**src/rtl/seq_pattern_detector.sv**
```systemverilog
// Serial pattern detector: matches the last PAT_LEN valid bits against a loadable pattern, with a saturating match counter.
// One-cycle registered detect pulse. No backpressure; in_valid gaps hold the partial match.
module seq_pattern_detector #(
  parameter int unsigned                PAT_LEN     = 4,
  parameter logic [PAT_LEN-1:0]         RST_PATTERN = PAT_LEN'(4'b1011),
  parameter logic                       RST_OVERLAP = 1'b1,
  parameter int unsigned                CNT_W       = 8
) (
  input  logic               clk,
  input  logic               rst,
  input  logic               in_valid,
  input  logic               in,
  input  logic               cfg_load,
  input  logic [PAT_LEN-1:0] cfg_pattern,
  input  logic               cfg_overlap,
  input  logic               count_clr,
  output logic               out,
  output logic [CNT_W-1:0]   match_count,
  output logic               count_sat
);

  localparam int unsigned         FILL_W    = $clog2(PAT_LEN + 1);
  localparam logic [FILL_W-1:0]   FILL_FULL = FILL_W'(PAT_LEN);

  logic [PAT_LEN-1:0] pat_q, pat_d;
  logic [PAT_LEN-1:0] hist_q, hist_d, hist_n;
  logic               ovl_q, ovl_d;
  logic [FILL_W-1:0]  fill_q, fill_d, fill_n;
  logic               out_q, out_d;
  logic [CNT_W-1:0]   cnt_q, cnt_d;
  logic               match;

  always_comb begin
    hist_n = {hist_q[PAT_LEN-2:0], in};
    fill_n = (fill_q == FILL_FULL) ? FILL_FULL : fill_q + FILL_W'(1);
    // A load in the same cycle discards the sample, so it can never match.
    match  = in_valid && !cfg_load && (fill_n == FILL_FULL) && (hist_n == pat_q);

    pat_d  = pat_q;
    ovl_d  = ovl_q;
    hist_d = hist_q;
    fill_d = fill_q;
    out_d  = 1'b0;
    cnt_d  = cnt_q;

    if (cfg_load) begin
      pat_d  = cfg_pattern;
      ovl_d  = cfg_overlap;
      hist_d = '0;
      fill_d = '0;
    end else if (in_valid) begin
      hist_d = hist_n;
      fill_d = (match && !ovl_q) ? '0 : fill_n;
      out_d  = match;
    end

    if (count_clr) begin
      cnt_d = '0;
    end else if (match && !count_sat) begin
      cnt_d = cnt_q + CNT_W'(1);
    end
  end

  always_ff @(posedge clk) begin
    if (rst) begin
      pat_q  <= RST_PATTERN;
      ovl_q  <= RST_OVERLAP;
      hist_q <= '0;
      fill_q <= '0;
      out_q  <= 1'b0;
      cnt_q  <= '0;
    end else begin
      pat_q  <= pat_d;
      ovl_q  <= ovl_d;
      hist_q <= hist_d;
      fill_q <= fill_d;
      out_q  <= out_d;
      cnt_q  <= cnt_d;
    end
  end

  assign out         = out_q;
  assign match_count = cnt_q;
  assign count_sat   = &cnt_q;

endmodule
```
**config.mk**
```make
export PLATFORM = sky130hd
export DESIGN_NAME = seq_pattern_detector
export DESIGN_NICKNAME = d
export VERILOG_FILES = /design/src/rtl/seq_pattern_detector.sv
export SDC_FILE = /design/constraint.sdc
export NUM_CORES = 1
export LEC_CHECK = 0
export ABC_CLOCK_PERIOD_IN_PS = 4110
export CORE_ASPECT_RATIO = 1.25
export CORE_UTILIZATION = 45
export DETAILED_ROUTE_END_ITERATION = 12
export PLACE_DENSITY = 0.8
export SYNTH_ARGS = -nofsm -noshare
export SYNTH_HDL_FRONTEND = slang
export SYNTH_SLANG_ARGS = --single-unit
```
**constraint.sdc**
```tcl
create_clock -name clk -period 4.11 [get_ports clk]
set_input_delay 0.411 -clock clk [delete_from_list [all_inputs] [get_ports clk]]
set_output_delay 0.411 -clock clk [all_outputs]
set_load 0.01 [all_outputs]
```
==> run metrics, run 1 <==
root buf cell=clkbuf_4; Setup Buffers After CTS=0; Post-Synthesis Cells=109; VDD IR-drop max=0.222 mV; buffers plus inverters on the worst setup path=2; area grow syn2layout=21.2%; Remaining DRCs=0; status=complete, no violations; max incr delay on CP=0.60 ns; Worst Skew=0.00153 ns; NumNets Final=142; CP required=3.70 ns; worst-path cell chain=and4_1 -> nand4_1 -> inv_1 -> clkdlybuf4s50_1; most frequent cells in the layout=20 x dfxtp_1, 20 x clkdlybuf4s50_1, 10 x nand2_1; CTS Sinks=20; Die Span X=43.8 um; EDFF count, synth=0; FP Rows=18; Crit Path Max Fanout=12; Initial Util=0.486; final setup vio count=0; CTS tree=done; Finished Layout Cells=146; area after detailed placement=0.00117 sq mm; cts hold-fix bufs=0; register bit count reported by yosys=20; vias in the first global route=749; leakage power=0.000431 uW; Slowest-stage cell, CP=clkdlybuf4s50_1; Syn Nets=123; Fmax=401 MHz; die height=54.3 um; Die ar.=0.00238 sq mm; worst r2r src=fill_q[0]; sequential fraction of the synthesis area=0.407; dominant synthesized flop cell=dfxtp_1; worst skew pair latency=0.30 ns; clock buffer count from CTS=3; area of the core=0.00203 sq mm; critical path class=register to output port; Routed WL per cell=13.1 um; DR pass1 iterations=4; Setup crit end kind=output port; first-pass GRT wire length=3.15 mm; CTS H-Tree Depth=1; DR vias=834; RSZ-0062 raised after global routing=no; IO Count=21; ys async rst share=0; clk buf depth=2; gr usage total=0.178; Routed WL=1.92 mm; largest net degree at the start of global routing=15; antenna violations before repair=0; Synth cell types=35; post-route clock period utilization=0.607; Final Slew Violations=0; CTS resizes=0; Clk pin slew, worst setup/hold paths=0.11 ns; worst-margin pin slew=0.510 ns; beginning of the critical path=match_count[2]; Routed Antenna Nets=0; cell area power density=271 mW/mm^2; PortBufs=20; Fill cells=187; diode count=0; syn_area_per_cell=9.03 sq um; CP Launch Type=register; remaining global-route overflow=0; Max Cap Violations=0; cell family with most CP delay=buffers and inverters; hold path startpoint=match_count[5]; Post-DP HPWL=1.43 mm; max_slew headroom=0.657; Synth Cell Area=985 sq um; Yosys Warn Count=0; Finished Cell Area=0.00119 sq mm; setup TNS=0 ns; CP Data Arrival Time=2.08 ns; Final Hold Vio Count=0; routability-driven placement congestion ratio=0.806; worst min path class=register to register; vias per cell=5.71; 1st-iter DRT viols=21; Tmin final=2.50 ns; dpl cells=143; share of cells above drive strength 1=0.0556
==> worst paths after layout <==
check / slack, ns / depth (start not counted) / to
min reg2reg: 0.50 / 2 / match_count[5]
max: 1.61 / 4 / count_sat
min: 0.50 / 2 / match_count[5]
max reg2reg: 1.86 / 7 / match_count[4]
==> metal layers <==
metal	up-vias	part of all wire	GRT usage
met5	-	0	0
met2	15	0.49	0.301
li1	428	-	-
met3	4	0.025	0.0264
met4	0	0.015	0.0990
met1	387	0.47	0.217
==> logic make-up (layout without fill, tap and decap cells) <==
group / count (synthesis) / count (layout) / share of synthesized area
fa+ha+maj: 3 / 3 / 0.0381
simple gates: 40 / 40 / 0.231
flops: 20 / 20 / 0.407
xor+xnor: 4 / 4 / 0.0356
buf+inv: 12 / 29 / 0.0623
mux: 9 / 9 / 0.0915
compound gates: 21 / 21 / 0.135
==> area by class of cell <==
cell class | instances | area, sq um | area share
inverters | 6 | 22.5 | 0.0189
multi-input cells | 77 | 523 | 0.438
flip-flops and latches | 20 | 400 | 0.335
repair buffers | 20 | 200 | 0.168
clock buffers | 3 | 22.5 | 0.0189
well taps | 20 | 25.0 | 0.0210
==> report_power, final <==
part | total (uW) | switching, uW | internal (uW)
logic | 30.3 | 12.5 | 17.7
clock network | 92.5 | 58.3 | 34.2
registers | 201 | 2.92 | 198
==> flip-flops by register name (all words and copies together), names as in the netlist <==
register     flops
hist_q           3
fill_q           3
pat_q            4
match_count      8
ovl_q            1
out              1
==> synthesized netlist by cell type, types with 3 or more instances <==
library cell   n  area share
nand2_1       10       0.038
or4_1          4       0.030
mux2i_1        9       0.091
a21oi_1        9       0.046
dfxtp_1       20        0.41
xnor2_1        4       0.036
ha_1           3       0.038
o31ai_1        4       0.030
nand3_1        5       0.025
inv_1          6       0.023
nor2_1         6       0.023
==> through the flow <==
stage / utilization / setup WS, ns / total power [uW] / hold slack [ns]
after global placement: 0.578 / 1.74 / 235 / 0.478
after global routing: 0.589 / 1.48 / 335 / 0.514
after floorplan: - / 2.09 / 224 / 0.456
after CTS: 0.589 / 1.63 / 327 / 0.501
final: 0.589 / 1.61 / 324 / 0.504
after detailed placement: 0.578 / 1.70 / 236 / 0.485
==> tightest hold or removal path, cell delays in order, from the launching register on <==
cell	delay, ns
dfxtp_1	0.35
o41ai_1	0.06
a21oi_1	0.06
Power figures use the tool's default switching activity.
==> inputs of run 2 (changes only) <==
--- a/config.mk
+++ b/config.mk
@@ -5,7 +5,7 @@
 export SDC_FILE = /design/constraint.sdc
 export NUM_CORES = 1
 export LEC_CHECK = 0
-export ABC_CLOCK_PERIOD_IN_PS = 4110
+export ABC_CLOCK_PERIOD_IN_PS = 2300
 export CORE_ASPECT_RATIO = 1.25
 export CORE_UTILIZATION = 45
 export DETAILED_ROUTE_END_ITERATION = 12
==> constraint.sdc (replaced) <==
create_clock -name clk -period 2.3 [get_ports clk]
set_input_delay 0.23 -clock clk [delete_from_list [all_inputs] [get_ports clk]]
set_output_delay 0.23 -clock clk [all_outputs]
set_load 0.01 [all_outputs]
==> run metrics, run 2 (synthesized netlist as in run 1, its figures left out) <==
max incr delay on CP=0.57 ns; Remaining DRCs=0; routability-driven placement congestion ratio=0.838; NumNets Final=147; share of cells above drive strength 1=0.152; CP Launch Type=register; Crit Path Max Fanout=12; vias in the first global route=791; die height=54.3 um; CTS tree=done; Die ar.=0.00238 sq mm; switching power=145 uW; diode count=0; leakage power=0.000465 uW; area of the core=0.00203 sq mm; met1 Track Usage GR=0.241; root buf cell=clkbuf_4; hold path startpoint=cfg_pattern[0]; Routed WL per cell=14.7 um; final setup vio count=0; Fmax=449 MHz; Fin Hold WS=0.501 ns; CP Data Arrival Time=2.00 ns; IO Count=21; GRT busiest layer=met2; max_slew headroom=0.673; combinational cell fraction of total power=0.084; cts hold-fix bufs=0; Fill cells=173; clock share of power=0.411; clk buf depth=2; commonest non-fill, non-tap cell in the layout=clkdlybuf4s50_1; Routed Antenna Nets=0; Tmin final=2.23 ns; max FFs per register=8; Worst Skew=0.0104 ns; met2 GRT Util=0.333; post-route clock period utilization=0.969; first-pass GRT wire length=3.42 mm; 1st-iter DRT viols=32; worst-path cell chain=and4_2 -> nand4_1 -> inv_2 -> clkdlybuf4s50_1; CP required=2.07 ns; largest net degree at the start of global routing=15; critical path class=register to output port; status=complete, no violations; cell area power density=548 mW/mm^2; Setup crit end kind=output port; sequential power share=0.505; remaining global-route overflow=0; most frequent cells in the layout=20 x clkdlybuf4s50_1, 18 x dfxtp_1, 10 x nand2_1; RR Endpoint=match_count[4]; hold path depth=3; setup TNS=0 ns; worst skew pair latency=0.31 ns; clock buffer count from CTS=3; antenna violations before repair=0; worst min path class=input pin to register; gr usage total=0.193; P_int=565 uW; Final Slew Violations=0; flop-to-flop setup slack=0.15 ns; Max Cap Violations=0; CTS H-Tree Depth=1; worst-margin pin slew=0.487 ns; CTS Sinks=20; area grow syn2layout=31.5%; sw frac=0.204; Hold Path End=pat_q[0]; PortBufs=20; Clk pin slew, worst setup/hold paths=0.12 ns; GRT met3 Usage=0.0198; Routed WL=2.23 mm; Die Span X=43.8 um; DR vias=895; Post-DP HPWL=1.50 mm; worst-case reg-to-reg path depth=7; Slowest-stage cell, CP=clkdlybuf4s50_1; FP Rows=18; Initial Util=0.486; VDD IR-drop max=0.460 mV; worst r2r src=fill_q[0]; DR pass1 iterations=4; vias per cell=5.89; Final Hold Vio Count=0
-- run 2: timing repair --
item	CTS	global route
pin swaps	0	1
endpoints found under the hold margin	0	0
resized for setup	1	8
endpoints found under the setup margin	1	5
setup buffers	0	2
gates cloned	0	1
-- run 2: area by class of cell --
| cell class | instances | area (sq um) | area share |
|---|---|---|---|
| multi-input combinational | 78 | 559 | 0.432 |
| sequential | 20 | 405 | 0.313 |
| tap | 20 | 25.0 | 0.0193 |
| inverter | 6 | 22.5 | 0.0174 |
| clock buffer | 3 | 22.5 | 0.0174 |
| clock inverter | 1 | 30.0 | 0.0232 |
| timing repair buffer | 24 | 230 | 0.178 |
-- run 2: critical path: cells and delay by family (launching register included) --
kind / cells / cell delay (ns)
buffers and inverters: 2 / 0.77
AND/OR/NAND/NOR: 2 / 0.47
flip-flops: 1 / 0.46
-- run 2: worst max-delay path by stage --
| stage | from | end | cells past startpoint |
|---|---|---|---|
| after detailed placement | fill_q[0] | match_count[4] | 7 |
| after CTS | fill_q[0] | match_count[4] | 7 |
| final | match_count[3] | count_sat | 4 |
| after floorplan | fill_q[0] | match_count[3] | 7 |
| after global routing | match_count[0] | count_sat | 4 |
| after global placement | fill_q[0] | match_count[4] | 7 |
-- run 2: through the flow --
step | worst slack, ns | util | std cells | area (sq um) | total power, uW
4_1_cts | 0.0188 | 0.611 | 149 | 1240 | 708
2_1_floorplan | 0.282 | - | 109 | 985 | 400
3_3_place_gp | 0.180 | 0.585 | 145 | 1190 | 422
5_1_grt | -0.00634 | 0.639 | 152 | 1290 | 736
6_report | 0.0708 | 0.639 | 152 | 1290 | 710
3_5_place_dp | 0.0590 | 0.585 | 145 | 1190 | 424
-- run 2: metal layers --
metal,vias to the layer above,routed length (um)
met2,24,1090
li1,445,-
met4,0,63
met1,421,1010
met5,-,0
met3,5,69
-- run 2: power groups by stage --
stage | Combinational, uW | Sequential [uW] | Clock, uW
CTS | 57.3 | 359 | 292
global route | 65.7 | 360 | 310
finish | 59.7 | 358 | 292
detailed placement | 57.0 | 367 | 0
floorplan | 34.1 | 365 | 0
global placement | 55.5 | 366 | 0
